`src/rtl/mem_stage_pkg.sv`:
```
// Shared widths, FSM encoding and the MEM/WB payload type for the microRISC memory stage.
package mem_stage_pkg;
  localparam int DW          = 16;
  localparam int AW          = 16;
  localparam int RAW         = 3;
  localparam int TIMEOUT_DEF = 15;

  typedef enum logic {
    IDLE   = 1'b0,
    ACCESS = 1'b1
  } state_e;

  typedef struct packed {
    logic           mem_to_reg;
    logic           reg_write;
    logic [RAW-1:0] rd;
    logic [DW-1:0]  mem_read_data;
    logic [DW-1:0]  alu_result;
  } mem_wb_t;
endpackage

```
`src/rtl/mem_stage_wb_reg.sv`:
```
// MEM/WB pipeline register: load-enabled payload plus a valid bit that a bubble clears.
module mem_wb_reg
  import mem_stage_pkg::*;
(
  input  logic    clk,
  input  logic    rst,
  input  logic    load_en,
  input  logic    bubble,
  input  mem_wb_t d,
  output logic    valid,
  output mem_wb_t q
);

  logic    valid_q, valid_d;
  mem_wb_t data_q, data_d;

  always_comb begin
    valid_d = valid_q;
    data_d  = data_q;
    if (load_en) begin
      valid_d = 1'b1;
      data_d  = d;
    end else if (bubble) begin
      // payload holds so downstream sees stable fields behind a bubble
      valid_d = 1'b0;
    end
  end

  always_ff @(posedge clk or posedge rst) begin
    if (rst) begin
      valid_q <= 1'b0;
      data_q  <= '0;
    end else begin
      valid_q <= valid_d;
      data_q  <= data_d;
    end
  end

  assign valid = valid_q;
  assign q     = data_q;

endmodule

```
`src/rtl/mem_stage.sv`:
```
// Memory-access stage: issues loads/stores over a req/ready handshake, stalls upstream while
// waiting, aborts after TIMEOUT wait cycles, and feeds the MEM/WB register.
module mem_stage
  import mem_stage_pkg::*;
#(
  parameter int TIMEOUT = TIMEOUT_DEF
) (
  input  logic           clk,
  input  logic           rst,
  input  logic           ex_valid,
  input  logic           ex_mem_read,
  input  logic           ex_mem_write,
  input  logic           ex_mem_to_reg,
  input  logic           ex_reg_write,
  input  logic [RAW-1:0] ex_rd,
  input  logic [DW-1:0]  ex_alu_result,
  input  logic [DW-1:0]  ex_store_data,
  output logic           mem_stall,
  output logic           dmem_req,
  output logic           dmem_we,
  output logic [AW-1:0]  dmem_addr,
  output logic [DW-1:0]  dmem_wdata,
  input  logic [DW-1:0]  dmem_rdata,
  input  logic           dmem_ready,
  output logic           bus_error,
  output logic           wb_valid,
  output logic           wb_mem_to_reg,
  output logic           wb_reg_write,
  output logic [RAW-1:0] wb_rd,
  output logic [DW-1:0]  wb_mem_read_data,
  output logic [DW-1:0]  wb_alu_result
);

  localparam int CW = $clog2(TIMEOUT + 1);

  state_e         state_q, state_d;
  logic [CW-1:0]  cnt_q, cnt_d;
  logic           is_read_q, is_read_d;
  logic           is_we_q, is_we_d;
  logic           mem_to_reg_q, mem_to_reg_d;
  logic           reg_write_q, reg_write_d;
  logic [RAW-1:0] rd_q, rd_d;
  logic [DW-1:0]  alu_q, alu_d;
  logic [DW-1:0]  wdata_q, wdata_d;

  logic    wb_load, wb_bubble, timeout;
  mem_wb_t wb_in, wb_out;

  assign timeout = (state_q == ACCESS) && !dmem_ready && (cnt_q == CW'(TIMEOUT));

  always_comb begin
    state_d      = state_q;
    cnt_d        = cnt_q;
    is_read_d    = is_read_q;
    is_we_d      = is_we_q;
    mem_to_reg_d = mem_to_reg_q;
    reg_write_d  = reg_write_q;
    rd_d         = rd_q;
    alu_d        = alu_q;
    wdata_d      = wdata_q;
    wb_load      = 1'b0;
    wb_bubble    = 1'b0;
    wb_in        = '0;
    mem_stall    = 1'b0;
    dmem_req     = 1'b0;
    dmem_we      = 1'b0;
    dmem_addr    = '0;
    dmem_wdata   = '0;
    bus_error    = 1'b0;

    case (state_q)
      IDLE: begin
        if (ex_valid && (ex_mem_read || ex_mem_write)) begin
          state_d      = ACCESS;
          cnt_d        = '0;
          is_read_d    = ex_mem_read;
          // a load with a stray write bit is treated as a pure load
          is_we_d      = ex_mem_write && !ex_mem_read;
          mem_to_reg_d = ex_mem_to_reg;
          reg_write_d  = ex_reg_write;
          rd_d         = ex_rd;
          alu_d        = ex_alu_result;
          wdata_d      = ex_store_data;
          wb_bubble    = 1'b1;
        end else if (ex_valid) begin
          wb_load          = 1'b1;
          wb_in.mem_to_reg = ex_mem_to_reg;
          wb_in.reg_write  = ex_reg_write;
          wb_in.rd         = ex_rd;
          wb_in.alu_result = ex_alu_result;
        end else begin
          wb_bubble = 1'b1;
        end
      end

      ACCESS: begin
        dmem_req         = 1'b1;
        dmem_we          = is_we_q;
        dmem_addr        = alu_q[AW-1:0];
        dmem_wdata       = wdata_q;
        mem_stall        = !dmem_ready && !timeout;
        wb_in.mem_to_reg = mem_to_reg_q;
        wb_in.reg_write  = reg_write_q;
        wb_in.rd         = rd_q;
        wb_in.alu_result = alu_q;
        if (dmem_ready) begin
          wb_load             = 1'b1;
          wb_in.mem_read_data = is_read_q ? dmem_rdata : '0;
          state_d             = IDLE;
        end else if (timeout) begin
          bus_error       = 1'b1;
          wb_load         = 1'b1;
          wb_in.reg_write = 1'b0;
          state_d         = IDLE;
          cnt_d           = '0;
        end else begin
          cnt_d = cnt_q + CW'(1);
        end
      end

      default: state_d = IDLE;
    endcase
  end

  always_ff @(posedge clk or posedge rst) begin
    if (rst) begin
      state_q      <= IDLE;
      cnt_q        <= '0;
      is_read_q    <= 1'b0;
      is_we_q      <= 1'b0;
      mem_to_reg_q <= 1'b0;
      reg_write_q  <= 1'b0;
      rd_q         <= '0;
      alu_q        <= '0;
      wdata_q      <= '0;
    end else begin
      state_q      <= state_d;
      cnt_q        <= cnt_d;
      is_read_q    <= is_read_d;
      is_we_q      <= is_we_d;
      mem_to_reg_q <= mem_to_reg_d;
      reg_write_q  <= reg_write_d;
      rd_q         <= rd_d;
      alu_q        <= alu_d;
      wdata_q      <= wdata_d;
    end
  end

  mem_wb_reg u_mem_wb_reg (
    .clk     (clk),
    .rst     (rst),
    .load_en (wb_load),
    .bubble  (wb_bubble),
    .d       (wb_in),
    .valid   (wb_valid),
    .q       (wb_out)
  );

  assign wb_mem_to_reg    = wb_out.mem_to_reg;
  assign wb_reg_write     = wb_out.reg_write;
  assign wb_rd            = wb_out.rd;
  assign wb_mem_read_data = wb_out.mem_read_data;
  assign wb_alu_result    = wb_out.alu_result;

endmodule

```
`config.mk`:
```
export PLATFORM = sky130hd
export DESIGN_NAME = mem_stage
export DESIGN_NICKNAME = d
export VERILOG_FILES = /design/src/rtl/mem_stage_pkg.sv /design/src/rtl/mem_stage_wb_reg.sv /design/src/rtl/mem_stage.sv
export SDC_FILE = /design/constraint.sdc
export NUM_CORES = 1
export LEC_CHECK = 0
export CAP_MARGIN = 20
export CELL_PAD_IN_SITES_DETAIL_PLACEMENT = 2
export CELL_PAD_IN_SITES_GLOBAL_PLACEMENT = 2
export CORE_MARGIN = 3
export CORE_UTILIZATION = 29
export CTS_BUF_LIST = sky130_fd_sc_hd__clkbuf_2 sky130_fd_sc_hd__clkbuf_4 sky130_fd_sc_hd__clkbuf_8
export CTS_CLUSTER_SIZE = 30
export DETAILED_ROUTE_END_ITERATION = 16
export PLACE_DENSITY_LB_ADDON = 0.1
export SETUP_SLACK_MARGIN = 0.05
export SKIP_LAST_GASP = 1
export SLEW_MARGIN = 20
export SYNTH_ARGS = -nofsm -noshare
export SYNTH_HDL_FRONTEND = slang
export SYNTH_SLANG_ARGS = --single-unit
export TNS_END_PERCENT = 20
```
`constraint.sdc`:
```
create_clock -name clk -period 3.29 [get_ports clk]
set_input_delay 0.658 -clock clk [delete_from_list [all_inputs] [get_ports clk]]
set_output_delay 0.658 -clock clk [all_outputs]
set_load 0.1 [all_outputs]
```
## Word-level counts from Yosys, hierarchy flattened

Index checks and enable logic that the tools add are counted.

| operators by class | value |
|---|---|
| add/sub/neg operators | 1 |
| multipliers | 0 |
| div/mod/pow operators | 0 |
| $lt $le $gt $ge | 0 |
| eq/ne operators | 3 |
| shift operators | 0 |
| multiplexer cells | 36 |
| bitwise logic cells | 1 |
| reductions and logical operators | 12 |

Operators with widths:

| kind | count |
|---|---|
| $mux W16 | 7 |
| $pmux W16 S2 | 1 |
| $mux W1 | 19 |
| $mux W4 | 3 |
| $mux W5 | 2 |
| $pmux W5 S2 | 1 |
| $pmux W4 S2 | 1 |
| $logic_and A1 B1 Y1 | 5 |
| $add A4 B1 Y4 const B | 1 |
| $eq A4 B4 Y1 const B | 1 |
| $ne A2 B2 Y1 const B | 2 |
| $pmux W1 S2 | 2 |
| $reduce_and A2 Y1 | 2 |
| $logic_not A1 Y1 | 3 |
| $reduce_bool A2 Y1 | 1 |
| $logic_or A1 B1 Y1 | 1 |
| $not A1 Y1 | 1 |

| storage, ports and cells | value |
|---|---|
| bits in registers | 82 |
| latch bits | 0 |
| RAM bits | 0 |
| ROM bits | 0 |
| input port bits | 59 |
| output and inout bits | 74 |
| word-level logic and storage cells | 68 |
| memories kept | 0 |

## Longest topological paths before layout

| logic depth | value |
|---|---|
| word-level depth | 7 |
| depth in mapped cells | 7 |
| mapped depth without buffers | 6 |

## Cells and area by module

A second synthesis with hierarchy kept.

| second synthesis, totals | value |
|---|---|
| cell total of the unflattened synthesis | 279 |
| area total of the unflattened synthesis | 3,890.0 um^2 |

By module, submodules not included:

| module | times used | cells an instance | area each (um^2) | seq. area each (um^2) |
|---|---|---|---|---|
| mem_stage | 1 | 197 | 2,397.3 | 1,101.1 |
| mem_wb_reg | 1 | 82 | 1,492.7 | 950.9 |

## Least setup slack after synthesis

OpenSTA, ideal clock, no wires.

| path | value |
|---|---|
| kind | reg2out |
| start point | register state_q |
| end point | output bus_error |
| data arrival time | 2.519 ns |
| required time | 2.632 ns |
| path slack | 0.113 ns |
| stages on the path, launching flop included | 3 |
| path buffers | 0 |
| path through | dfrtp_1 nand2b_2 nor2_1 |

| on the way | value |
|---|---|
| word-level cells in the longest chain between the ends | 5 |

Ends and longest elaborated chain:

| element | RTL line | source |
|---|---|---|
| start: declaration | mem_stage.sv:36 | `state_e state_q, state_d;` |
| start signal: assignment | mem_stage.sv:137 | `state_q <= state_d;` |
| $logic_and A1 B1 Y1 (2 in a row) | mem_stage.sv:49 | `assign timeout = (state_q == ACCESS) && !dmem_ready && (cnt_q == CW'(TIMEOUT));` |
| $mux W1 | mem_stage.sv:110 | `end else if (timeout) begin` |
| $mux W1 | mem_stage.sv:106 | `if (dmem_ready) begin` |
| $mux W1 (*) | mem_stage.sv:71 | `case (state_q)` |
| end: declaration | mem_stage.sv:25 | `output logic bus_error,` |

Every way passes the cells marked *; elsewhere a longest branch is shown, timed or not.

## Final worst setup path

| path | value |
|---|---|
| start point | register state_q |
| end point | output dmem_addr[12] |

| on the way | value |
|---|---|
| word-level cells in the longest chain between the ends | 1 |

Ends and longest elaborated chain:

| element | RTL line | source |
|---|---|---|
| $mux W16 | mem_stage.sv:71 |  |
| end: declaration | mem_stage.sv:21 | `output logic [AW-1:0] dmem_addr,` |

Every way passes these cells.

==> impl_metrics.toml <==
[critical_path]
critical_path.cell_chain = "buf_4, and2_1, buf_4"
crit_family = "flip-flops"
cpMostUsedCell = "buf_4"
crit_slowest_cell = "dfrtp_1"
end_kind = "primary output"
path_class = "register to primary output"
crit_arrival_ns = 2.10
crit_buf_inv = 2
cp_max_fo = 23
slowest_delay_ns = 0.85
worstSetupStartpointType = "register"
required_ns = 2.63

[clocking]
cts_tree = "done"
post_cts_buffers = 0
cts.repair.resized = 0
numCtsBuffers = 9
hold_buffers = 0
cts_root_buf = "clkbuf_8"
clkTransAtPathRegs_ns = 0.08
cts_max_level = 3
insertion_delay_ns = 0.36
clock_path_buffers = 2
clock_sinks = 82

[worst_hold_path]
hold_class = "register to register"

[yosys]
netlist_area_um2 = 3620
syn_nets = 344
synth_cells = 284
synth_common_cells = "82 x dfrtp_1, 37 x mux2_4, 33 x and2_1"
synth_top_area_share_pct = 56.7
yosysMostFrequentCell = "dfrtp_1"
synth_flop_cell = "dfrtp_1"
yosysSeqAreaShare_pct = 56.7
ys.warnings.count = 0
synth_seq_cells = 82
ys_types = 32
synth_largest_area_cell = "dfrtp_1"
synth_area_leaders = "dfrtp_1 57%, mux2_4 15%, and2_1 5.7%, a22o_1 4.1%, o21ai_1 3.0%"
syn_avg_cell_area_um2 = 12.7
async_reset_ff_share_pct = 100
synth_edf_count = 0

[sta]
max-slew-margin-rel_pct = 48.5
hold_violations = 0
fmax_mhz = 362
hold_slack_ns = 0.500
min_period_ns = 2.76
tightest_slew_ns = 0.773
finalCritPeriodShare_pct = 83.9
skew_ns = 0.00722
fin_setup_tns_ns = 0
slew_viol_final = 0
rsz0062_at_grt = "false"
finalSetupViolCount = 0
layout_setup_ws_ns = 0.530

[global_route]
antenna_found_initial = 0
grt_pass1_wl_mm = 17.1
grt_max_degree = 49
grt_pass1_vias = 3061
grt_use_total_pct = 15.7
overflow = 0

[finish]
syn2layout_area_growth_pct = 49.1
diodes = 0
fin_cells = 590
fin_util_pct = 44.5
final_area_um2 = 5390
nets = 477
layout-drive-gt1-share_pct = 33.9

[placement]
post-place-ws_ns = 0.654
place.gp.congestion = 0.727
dp.cells = 574
io_buffers = 132
placed_cell_area_um2 = 5150
dp_hpwl_mm = 7.42

[job]
maxCapViolations = 0

[floorplanning]
pin_count = 133
start_util_pct = 29.9
core_area_um2 = 12100
die_height_um = 118
rows = 40
fp.dieW_um = 118
dieArea_um2 = 13800

[drt]
route.detailed.drc = 0
num_vias = 2670
first_pass_iters = 4
antenna_left = 0
drtIter0Drc = 71
drt-total-wl_mm = 10.4
wl_per_cell_um = 17.6
viasPerCell = 4.53

[power]
p_per_area_nw_per_um2 = 851
power_mw = 4.59
ir_drop_v = 0.000331
cellLeakagePower_nw = 2.47

[status]
status = "completed"
-- final timing paths --
check                                   startpoint            endpoint  slack, ns  cells past startpoint
worst min-delay path            u_mem_wb_reg.q[33]  u_mem_wb_reg.q[33]       0.50                      2
max in group asynchronous                      rst            cnt_q[2]       2.06                      3
min in group asynchronous                      rst         wdata_q[11]       0.71                      3
worst max-delay path                       state_q       dmem_addr[12]       0.53                      3
worst min register to register  u_mem_wb_reg.q[33]  u_mem_wb_reg.q[33]       0.50                      2
worst max register to register             state_q   u_mem_wb_reg.q[0]       1.03                      5
-- cells in the final DEF, fill, tap and decap left out, drive strengths merged, types with 9 or more instances in the layout --
master,count
a21oi,18
a22o,17
and2,33
buf,82
clkbuf,9
clkdlybuf4s50,58
dfrtp,82
mux2,38
nand2,25
o21ai,25
-- area by class of cell --
type | count | area, µm²
clock inverters | 7 | 116
fillers | 1235 | 6720
flip-flops and latches | 82 | 2050
clock buffers | 9 | 124
inverters | 2 | 8.76
well taps | 168 | 210
multi-input cells | 182 | 1450
repair buffers | 140 | 1430
-- tightest hold or removal path, stage by stage, from the launching register on --
cell	delay [ns]
dfrtp_1	0.35
nand2_1	0.05
o21ai_1	0.06
-- cell families after synthesis --
| family | count (synthesis) | share of synthesized area (%) |
|---|---|---|
| DFF | 82 | 56.7 |
| muxes | 39 | 16.0 |
| and+or+nand+nor | 74 | 11.4 |
| buffers and inverters | 20 | 3.63 |
| AOI/OAI and AO/OA | 68 | 11.9 |
| adders and majority gates | 1 | 0.346 |
-- sequential cells by signal (all words and copies together), names as in the netlist --
name                flops
state_q                 1
reg_write_q             1
u_mem_wb_reg.valid      1
cnt_q                   4
mem_to_reg_q            1
alu_q                  16
is_read_q               1
u_mem_wb_reg.q         37
wdata_q                16
rd_q                    3
is_we_q                 1
-- layer usage --
metal | up-vias | share of wire (%) | GRT usage, %
met5 | - | 0 | 0
met2 | 72 | 51 | 26.1
met3 | 11 | 5.8 | 5.86
met1 | 1337 | 43 | 19.2
met4 | 0 | 1.0 | 3.96
li1 | 1250 | - | -
-- power breakdown --
group | internal, mW | switching, mW | leakage, nW
clock network | 0.504 | 0.383 | 0.120
logic | 0.656 | 1.66 | 1.33
registers | 1.24 | 0.148 | 1.03
No activity file was read; power rests on OpenSTA's default activity.
